==> src/rtl/dip_frame_sched.sv <==
// Frame-level capture sequencer: VS-based frame boundaries, capture-enable with drain, boundary-aligned mode switching.
// Optional DE-count frame check is built when DIP_FRAME_CHECK_EN is defined; otherwise frame_err is tied 0.
module dip_frame_sched #(
  parameter bit VS_POL   = 1'b1,
  parameter int PIPE_LAT = 3,
  parameter int FCNT_W   = 12,
  parameter int MODE_W   = 2,
  parameter int H_ACT    = 800,
  parameter int V_ACT    = 600
) (
  input  logic              pixel_clk,
  input  logic              reset_n,
  input  logic              vga_vs,
  input  logic              vga_de,
  input  logic              start,
  input  logic              abort,
  input  logic [FCNT_W-1:0] run_frames,
  input  logic [MODE_W-1:0] mode_req,
  input  logic              mode_req_valid,
  output logic [MODE_W-1:0] mode_active,
  output logic              cap_en,
  output logic              sof,
  output logic [FCNT_W-1:0] frame_cnt,
  output logic              busy,
  output logic              done,
  output logic              frame_err
);

  localparam int DRN_W     = (PIPE_LAT > 0) ? $clog2(PIPE_LAT + 1) : 1;
  localparam int PIX_TOTAL = H_ACT * V_ACT;

  typedef enum logic [2:0] {IDLE, ARM, RUN, DRAIN, DONE} state_t;

  state_t              state_q, state_d;
  logic                vs_q, vs_d;
  logic                sof_q, sof_d;
  logic [MODE_W-1:0]   mode_active_q, mode_active_d;
  logic [MODE_W-1:0]   pend_mode_q, pend_mode_d;
  logic                pend_vld_q, pend_vld_d;
  logic [FCNT_W-1:0]   target_q, target_d;
  logic [FCNT_W-1:0]   frame_cnt_q, frame_cnt_d;
  logic [FCNT_W-1:0]   frame_cnt_inc;
  logic [DRN_W-1:0]    drain_q, drain_d;
  logic                cap_en_q, cap_en_d;
  logic                busy_q, busy_d;
  logic                done_q, done_d;
  logic                start_ok;

  assign start_ok      = (state_q == IDLE) && start && (run_frames != '0);
  assign frame_cnt_inc = frame_cnt_q + 1'b1;

  always_comb begin
    vs_d          = vga_vs;
    sof_d         = (vs_q == VS_POL) && (vga_vs != VS_POL);
    mode_active_d = mode_active_q;
    pend_mode_d   = pend_mode_q;
    pend_vld_d    = pend_vld_q;
    state_d       = state_q;
    target_d      = target_q;
    frame_cnt_d   = frame_cnt_q;
    drain_d       = drain_q;
    cap_en_d      = cap_en_q;
    done_d        = 1'b0;

    // A request arriving on the boundary itself bypasses the pending slot.
    if (sof_q) begin
      if (mode_req_valid) begin
        mode_active_d = mode_req;
      end else if (pend_vld_q) begin
        mode_active_d = pend_mode_q;
      end
      pend_vld_d = 1'b0;
    end else if (mode_req_valid) begin
      pend_mode_d = mode_req;
      pend_vld_d  = 1'b1;
    end

    case (state_q)
      IDLE: begin
        if (start_ok) begin
          target_d    = run_frames;
          frame_cnt_d = '0;
          state_d     = ARM;
        end
      end
      ARM: begin
        if (sof_q) begin
          cap_en_d = 1'b1;
          state_d  = RUN;
        end
      end
      RUN: begin
        if (sof_q) begin
          frame_cnt_d = frame_cnt_inc;
          if (frame_cnt_inc == target_q) begin
            drain_d = DRN_W'(PIPE_LAT);
            state_d = DRAIN;
          end
        end
      end
      DRAIN: begin
        if (drain_q == '0) begin
          cap_en_d = 1'b0;
          done_d   = 1'b1;
          state_d  = DONE;
        end else begin
          drain_d = drain_q - 1'b1;
        end
      end
      DONE: begin
        state_d = IDLE;
      end
      default: begin
        state_d = IDLE;
      end
    endcase

    if (abort && (state_q != IDLE)) begin
      state_d     = IDLE;
      cap_en_d    = 1'b0;
      done_d      = 1'b0;
      frame_cnt_d = frame_cnt_q;
      drain_d     = drain_q;
    end

    busy_d = (state_d != IDLE);
  end

`ifdef DIP_FRAME_CHECK_EN
  localparam int PIX_W = $clog2(PIX_TOTAL + 1);

  logic [PIX_W-1:0] pix_cnt_q, pix_cnt_d;
  logic             frame_err_q, frame_err_d;

  // The ARM-to-RUN boundary is skipped: the frame before it was only partly seen.
  always_comb begin
    pix_cnt_d   = pix_cnt_q;
    frame_err_d = frame_err_q;
    if (sof_q) begin
      pix_cnt_d = '0;
    end else if (vga_de) begin
      pix_cnt_d = pix_cnt_q + 1'b1;
    end
    if (start_ok) begin
      frame_err_d = 1'b0;
    end else if ((state_q == RUN) && sof_q && !abort && (pix_cnt_q != PIX_W'(PIX_TOTAL))) begin
      frame_err_d = 1'b1;
    end
  end

  assign frame_err = frame_err_q;
`else
  logic unused_frame_chk;
  assign unused_frame_chk = ^{vga_de, PIX_TOTAL[0]};
  assign frame_err        = 1'b0;
`endif

  always_ff @(posedge pixel_clk or negedge reset_n) begin
    if (!reset_n) begin
      state_q       <= IDLE;
      vs_q          <= ~VS_POL;
      sof_q         <= 1'b0;
      mode_active_q <= '0;
      pend_mode_q   <= '0;
      pend_vld_q    <= 1'b0;
      target_q      <= '0;
      frame_cnt_q   <= '0;
      drain_q       <= '0;
      cap_en_q      <= 1'b0;
      busy_q        <= 1'b0;
      done_q        <= 1'b0;
`ifdef DIP_FRAME_CHECK_EN
      pix_cnt_q     <= '0;
      frame_err_q   <= 1'b0;
`endif
    end else begin
      state_q       <= state_d;
      vs_q          <= vs_d;
      sof_q         <= sof_d;
      mode_active_q <= mode_active_d;
      pend_mode_q   <= pend_mode_d;
      pend_vld_q    <= pend_vld_d;
      target_q      <= target_d;
      frame_cnt_q   <= frame_cnt_d;
      drain_q       <= drain_d;
      cap_en_q      <= cap_en_d;
      busy_q        <= busy_d;
      done_q        <= done_d;
`ifdef DIP_FRAME_CHECK_EN
      pix_cnt_q     <= pix_cnt_d;
      frame_err_q   <= frame_err_d;
`endif
    end
  end

  assign mode_active = mode_active_q;
  assign cap_en      = cap_en_q;
  assign sof         = sof_q;
  assign frame_cnt   = frame_cnt_q;
  assign busy        = busy_q;
  assign done        = done_q;

endmodule

==> config.mk <==
export PLATFORM = sky130hd
export DESIGN_NAME = dip_frame_sched
export DESIGN_NICKNAME = d
export VERILOG_FILES = /design/src/rtl/dip_frame_sched.sv
export SDC_FILE = /design/constraint.sdc
export NUM_CORES = 1
export LEC_CHECK = 0
export ABC_AREA = 1
export BUFFER_PORTS_ARGS = -buffer_cell sky130_fd_sc_hd__buf_2
export CAP_MARGIN = 20
export CORE_UTILIZATION = 55
export DETAILED_ROUTE_END_ITERATION = 16
export PLACE_DENSITY_LB_ADDON = 0.08
export SETUP_SLACK_MARGIN = 0.1
export SLEW_MARGIN = 20
export SYNTH_ARGS = -nofsm -noshare
export SYNTH_HDL_FRONTEND = slang
export SYNTH_SLANG_ARGS = --single-unit
==> constraint.sdc <==
create_clock -name pixel_clk -period 2.5 [get_ports pixel_clk]
set_clock_uncertainty 0.15 [all_clocks]
set_input_delay 0 -clock pixel_clk [delete_from_list [all_inputs] [get_ports pixel_clk]]
set_output_delay 0 -clock pixel_clk [all_outputs]
set_load 0.02 [all_outputs]
==> results of run 1 <==
-- layout make-up --
type                            count  share of cell area [%]
Multi-Input combinational cell    204                   37.01
Sequential cell                    39                   36.63
Timing Repair Buffer               58                   14.73
Inverter                           39                   5.488
Clock buffer                        7                   3.612
Tap cell                           48                   2.251
Clock inverter                      1                  0.2814
-- per-layer routing --
layer,GRT usage [%],vias to the layer above
li1,-,1039
met1,33.87,934
met2,41.84,45
met3,4.464,4
met4,12.22,0
met5,0,-
-- cells by family (layout without fill, tap and decap cells) --
group                      count (synthesis)  after routing  share of synthesized area, %
and+or+nand+nor                          166            166                         34.00
buffers and inverters                     43            105                         7.868
DFF                                       39             39                         45.80
AOI/OAI and AO/OA                         28             28                         7.281
muxes                                      7              7                         3.700
adders and majority gates                  2              2                         1.174
other                                      1              1                        0.1760
-- cell usage after synthesis --
library cell	number
nand2_1	88
dfrtp_1	39
inv_1	37
nor2_1	28
nand3_1	26
a21oi_1	10
o22ai_1	10
mux2_2	7
nor2_2	6
o21ai_0	5
nor3_1	4
nor4_1	4
nand2_2	3
nand3b_1	3
a31oi_1	2
buf_2	2
ha_1	2
inv_2	2
nand4_1	2
nor2_4	2
buf_4	1
clkbuf_1	1
conb_1	1
o21ai_1	1
-- worst paths after layout --
path,depth (start not counted),end,from,slack [ns]
min reg2reg,2,sof$_DFF_PN0_,vs_q$_DFF_PN0_,0.32
max,14,drain_q[0]$_DFFE_PN0P_,frame_cnt[1]$_DFFE_PN0P_,0.40
max in group asynchronous,2,frame_cnt[0]$_DFFE_PN0P_,reset_n,1.40
max reg2reg,14,drain_q[0]$_DFFE_PN0P_,frame_cnt[1]$_DFFE_PN0P_,0.40
min in group asynchronous,2,target_q[7]$_DFFE_PN0P_,reset_n,0.20
min,7,state_q[0]$_DFF_PN0_,start,0.09
-- sequential cells by signal (all words and copies together) (netlist names) --
signal and count:
busy 1, pend_vld_q 1, state_q 3, frame_cnt 12
done 1, target_q 12, drain_q 2, vs_q 1
sof 1, mode_active 2, cap_en 1, pend_mode_q 2
-- where the power goes --
part	internal, W	switching, W
sequential	0.000803	0.000106
clock	0.000251	0.000221
combinational	0.000326	0.000525
total	0.00138	0.000851
-- metrics by stage --
stage	total power [W]	area, µm²	setup slack [ns]	instances
after floorplan	0.001525	2131	0.4772	286
after global routing	0.002415	2668	0.1546	396
after detailed placement	0.001733	2362	0.3583	368
after global placement	0.001717	2362	0.4207	368
after CTS	0.002236	2666	0.3497	396
final	0.002231	2668	0.3956	396
-- critical path, delay by kind of cell (launching register included) --
| family | cells | cell delay, ns |
|---|---|---|
| and+or+nand+nor | 13 | 1.19 |
| DFF | 1 | 0.41 |
| adders and majority gates | 1 | 0.23 |
-- timing repair --
action / 4_1_cts / 5_1_grt
hold endpoints to repair: 64 / 0
resized for setup: 0 / 1
endpoints found under the setup margin: 0 / 2
hold buffers: 20 / 0
==> impl_metrics.yaml, run 1 <==
layout:
  multi_input_area_um2: 987.2
  antenna-diode-count: 0
  final_util_pct: 72.32
  seqCellArea_um2: 977.2
  layout_commonest_cell: "nand2_1"
  layout-drive-gt1-share_pct: 19.25
  fill_cells: 300
  layout_common_cells: "nand2_1 (88), dfrtp_1 (38), inv_1 (37), buf_2 (37), nor2_1 (28)"
  fin_nets: 370
  syn2layout_area_growth_pct: 25.19
critical_path:
  crit_path_cell_trace: "ha_1 -> nand2_2 -> nor2_2 -> nand2_1 -> nand2_1 -> nor2_1 -> nor2_1 -> nand2_1 -> nor2_2 -> nand3_1 -> nand2_1 -> nand2_1 -> nand2_1 -> nand2_1"
  required_ns: 2.53
  end_kind: "flop"
  cp_common_cell: "nand2_1"
  cp_max_fo: 7
  worstSetupPathType: "reg2reg"
  start_kind: "flop"
  cp_slowest_cell: "dfrtp_1"
  arrival_ns: 2.13
  cpPeakStageDelay_ns: 0.41
cts:
  clk_latency_ns: 0.29
  htreeDepth: 2
  cts_buffers: 5
  cts_sinks: 39
  postCtsSetupRepairBufs: 0
  cts_max_path_buffers: 2
  clk_pin_slew_ns: 0.08
  cts-root-buf: "clkbuf_8"
  cts_tree: "yes"
route:
  met1_length_mm: 2.282
  drt-total-wl_mm: 4.874
  top_layer: "met4"
  drt_iter0_markers: 140
  vias: 2022
  drt_first_pass_iters: 4
  antenna_left: 0
  route.met3.wl_um: 202
  dr_wl_met2_mm: 2.351
  vias_per_cell: 5.106
  drc: 0
  routedWlPerCell_um: 12.31
sta:
  hold_ws_ns: 0.09153
  slew_viol_final: 0
  fin_crit_ns: 2.104
  finalCritPeriodShare_pct: 84.18
  maxSlewHeadroom_pct: 42.75
  rsz0062_at_grt: "false"
  fmax_mhz: 475.2
  tns_ns: 0
  hold_viol: 0
  setup_viol: 0
  worstMarginPinSlew_ns: 0.8587
yosys:
  syn_area_um2: 2131
  syn_nets: 309
  yosys-top-cells-area: "dfrtp_1 (46%), nand2_1 (16%), inv_1 (6.5%)"
  synth_top_area_cell: "dfrtp_1"
  synth_top_area_share_pct: 45.80
  ys_seq_area_share_pct: 45.80
  ys_ff_latch: 39
  netlist_instances: 286
  syn_avg_cell_area_um2: 7.450
  yosysUniqueCellTypes: 24
  yosysWarnings: 0
floorplan:
  rows: 22
  die_w_um: 64.24
  die_h_um: 64.24
  initial_core_util_pct: 57.77
  core_um2: 3689
  fp.dieArea_um2: 4127
  ioPinCount: 40
pwr:
  leakagePower_nw: 1.353
  ir_drop_mv: 0.7220
  p_per_area_nw_per_um2: 836.3
run:
  drv_cap: 0
hold_path:
  hold_path_class: "in2reg"
global_route:
  antenna_found_initial: 0
  track_usage_pct: 25.98
  grt.overflow.total: 0
  grt_pass1_vias: 1937
  grt_start_max_net_pins: 40
  grt_pass1_wl_mm: 8.217
run_status:
  status: "finished, final reports clean"
place:
  dpl.hpwl_mm: 3.304
  place_congestion: 0.8757
  port_buffers: 37
No activity file was read; power rests on OpenSTA's default activity.
==> run 2, diff against run 1 <==
Clock period 2.5 ns to 2.1 ns, I/O delays scaled along.
==> run 2 against run 1 <==
Wire length is 7.4% higher. Combinational power is 36% higher. Global-route usage is 1.7 points higher. Non-clock buffer count is 9 higher. Total power is 35% higher. Critical path depth is 1 lower. Register-to-register slack worse by 0.22 ns. Clock power is 62% higher. Highest routed layer unchanged. Sequential power is 20% higher. First-iteration DRC count is 1.4% lower.
==> impl_metrics.yaml, run 2 (same netlist as run 1, synthesis figures left out) <==
run_status:
  status: "finished, final reports clean"
global_route:
  track_usage_pct: 27.71
  grt_busiest_layer: "met2"
  met1_usage_pct: 33.87
  antenna_found_initial: 0
  grt.overflow.total: 0
  grt_use_met2_pct: 47.11
  grt_pass1_wl_mm: 8.583
  grt_start_max_net_pins: 27
  grt_pass1_vias: 1993
  use_met3_pct: 3.929
sta:
  fmax_mhz: 519.3
  setup_viol: 0
  finalCritPeriodShare_pct: 91.69
  fin_crit_ns: 1.926
  worstMarginPinSlew_ns: 0.5901
  maxSlewHeadroom_pct: 60.66
  tns_ns: 0
  hold_viol: 0
  rsz0062_at_grt: "true"
  slew_viol_final: 0
hold_path:
  hold_path_class: "in2reg"
place:
  place_inst: 372
  dpl.hpwl_mm: 3.546
  placed_area_um2: 2394
  port_buffers: 37
  place_congestion: 0.8778
route:
  drt-total-wl_mm: 5.233
  drt_first_pass_iters: 4
  drc: 0
  routedWlPerCell_um: 12.89
  vias: 2114
  antenna_left: 0
  drt_iter0_markers: 138
  vias_per_cell: 5.207
cts:
  cts_max_path_buffers: 2
  htreeDepth: 2
  cts_tree: "yes"
  cts_sinks: 39
  cts-root-buf: "clkbuf_8"
  clk_pin_slew_ns: 0.08
  cts_buffers: 5
  clk_latency_ns: 0.30
floorplan:
  core_um2: 3689
  fp.dieArea_um2: 4127
  die_w_um: 64.24
  die_h_um: 64.24
  rows: 22
  initial_core_util_pct: 57.77
  ioPinCount: 40
critical_path:
  reg2reg_depth: 13
  required_ns: 2.15
  r2r_start: "frame_cnt[1]$_DFFE_PN0P_"
  worst_path_dominant_cell_family: "simple AND/OR/NAND/NOR gates"
  cpPeakStageDelay_ns: 0.45
  arrival_ns: 1.98
  worst-path-buf-inv: 1
  end_kind: "flop"
  ff2ff_setup_slack_ns: 0.17
  path_depth: 13
  crit_path_cell_trace: "ha_4 -> nand2_8 -> inv_1 -> nand3_1 -> nand3_1 -> nand2_1 -> nand3_1 -> nor2_2 -> nand3_1 -> nand2_2 -> nand2_1 -> nand2_1 -> nand2_1"
  crit_path_end: "drain_q[1]$_DFFE_PN0P_"
  reg2reg_to: "drain_q[1]$_DFFE_PN0P_"
  cp-startpoint: "frame_cnt[1]$_DFFE_PN0P_"
  cp_max_fo: 7
  cp_slowest_cell: "dfrtp_2"
  worstSetupPathType: "reg2reg"
  start_kind: "flop"
layout:
  fin_area_um2: 2853
  layout_commonest_cell: "nand2_1"
  antenna-diode-count: 0
  fin_nets: 380
  layout_common_cells: "nand2_1 (84), buf_2 (37), inv_1 (36)"
  syn2layout_area_growth_pct: 33.88
  layout-drive-gt1-share_pct: 25.98
  final_util_pct: 77.34
  final_cell_count_no_fill: 406
pwr:
  ir_drop_mv: 0.7079
  leakagePower_nw: 1.407
  p_per_area_nw_per_um2: 1057
run:
  drv_cap: 0
[run 2: cell types whose count changed in the layout (fill, tap and decap cells not counted), sizes merged]
cell / before / now
clkinvlp: 1 / 2
bufinv: 0 / 2
buf: 38 / 47
clkbuf: 7 / 5
[run 2: area by class of cell]
cell class | instances | area [µm²]
clock inverters | 3 | 67.56
inverters | 39 | 148.9
clock buffers | 5 | 68.82
repair buffers | 67 | 460.4
repair inverters | 1 | 7.507
well taps | 48 | 60.06
flip-flops and latches | 39 | 983.4
multi-input cells | 204 | 1056
fillers | 288 | 835.8
[run 2: report_power, final]
part,internal [W],switching (W),total (W)
logic,0.000460,0.000702,0.00116
registers,0.000957,0.000134,0.00109
clock network,0.000474,0.000290,0.000764
total,0.00189,0.00113,0.00302
[run 2: per-layer routing]
metal	part of all wire [%]	wire, µm
met1	44	2307
met2	49	2576
met3	4.4	229
met4	2.3	121
met5	0	0
[run 2: per-stage QoR]
stage	power (W)	setup slack [ns]	hold slack, ns
5_1_grt	0.003217	0.01169	0.06979
2_1_floorplan	0.001817	0.1047	-0.4456
6_report	0.003016	0.1744	0.01831
4_1_cts	0.002922	0.1048	0.01605
3_5_place_dp	0.002112	0.05975	-0.1146
3_3_place_gp	0.002078	0.1176	-0.1185
[run 2: worst reg2reg max path, cell delays in order (launching register included)]
cell	delay, ns
dfrtp_2	0.45
ha_4	0.20
nand2_8	0.10
inv_1	0.05
nand3_1	0.10
nand3_1	0.09
nand2_1	0.09
nand3_1	0.09
nor2_2	0.14
nand3_1	0.10
nand2_2	0.08
nand2_1	0.07
nand2_1	0.07
nand2_1	0.04
[run 2: timing repair]
item,4_1_cts,5_1_grt
gates cloned,0,1
pin swaps,0,6
resized for setup,3,19
hold endpoints to repair,50,0
hold buffers,20,0
endpoints found under the setup margin,2,19
buffers inserted,2,3
[run 2: worst min-delay path by stage]
stage                  from                  endpoint  slack (ns)  depth (start not counted)
finish                start  target_q[11]$_DFFE_PN0P_        0.02                          4
global route          start  target_q[11]$_DFFE_PN0P_        0.07                          4
CTS                   start  target_q[11]$_DFFE_PN0P_        0.02                          4
detailed placement  reset_n  frame_cnt[7]$_DFFE_PN0P_       -0.11                          1
global placement    reset_n  frame_cnt[5]$_DFFE_PN0P_       -0.12                          1
floorplan           reset_n            busy$_DFF_PN0_       -0.45                          0
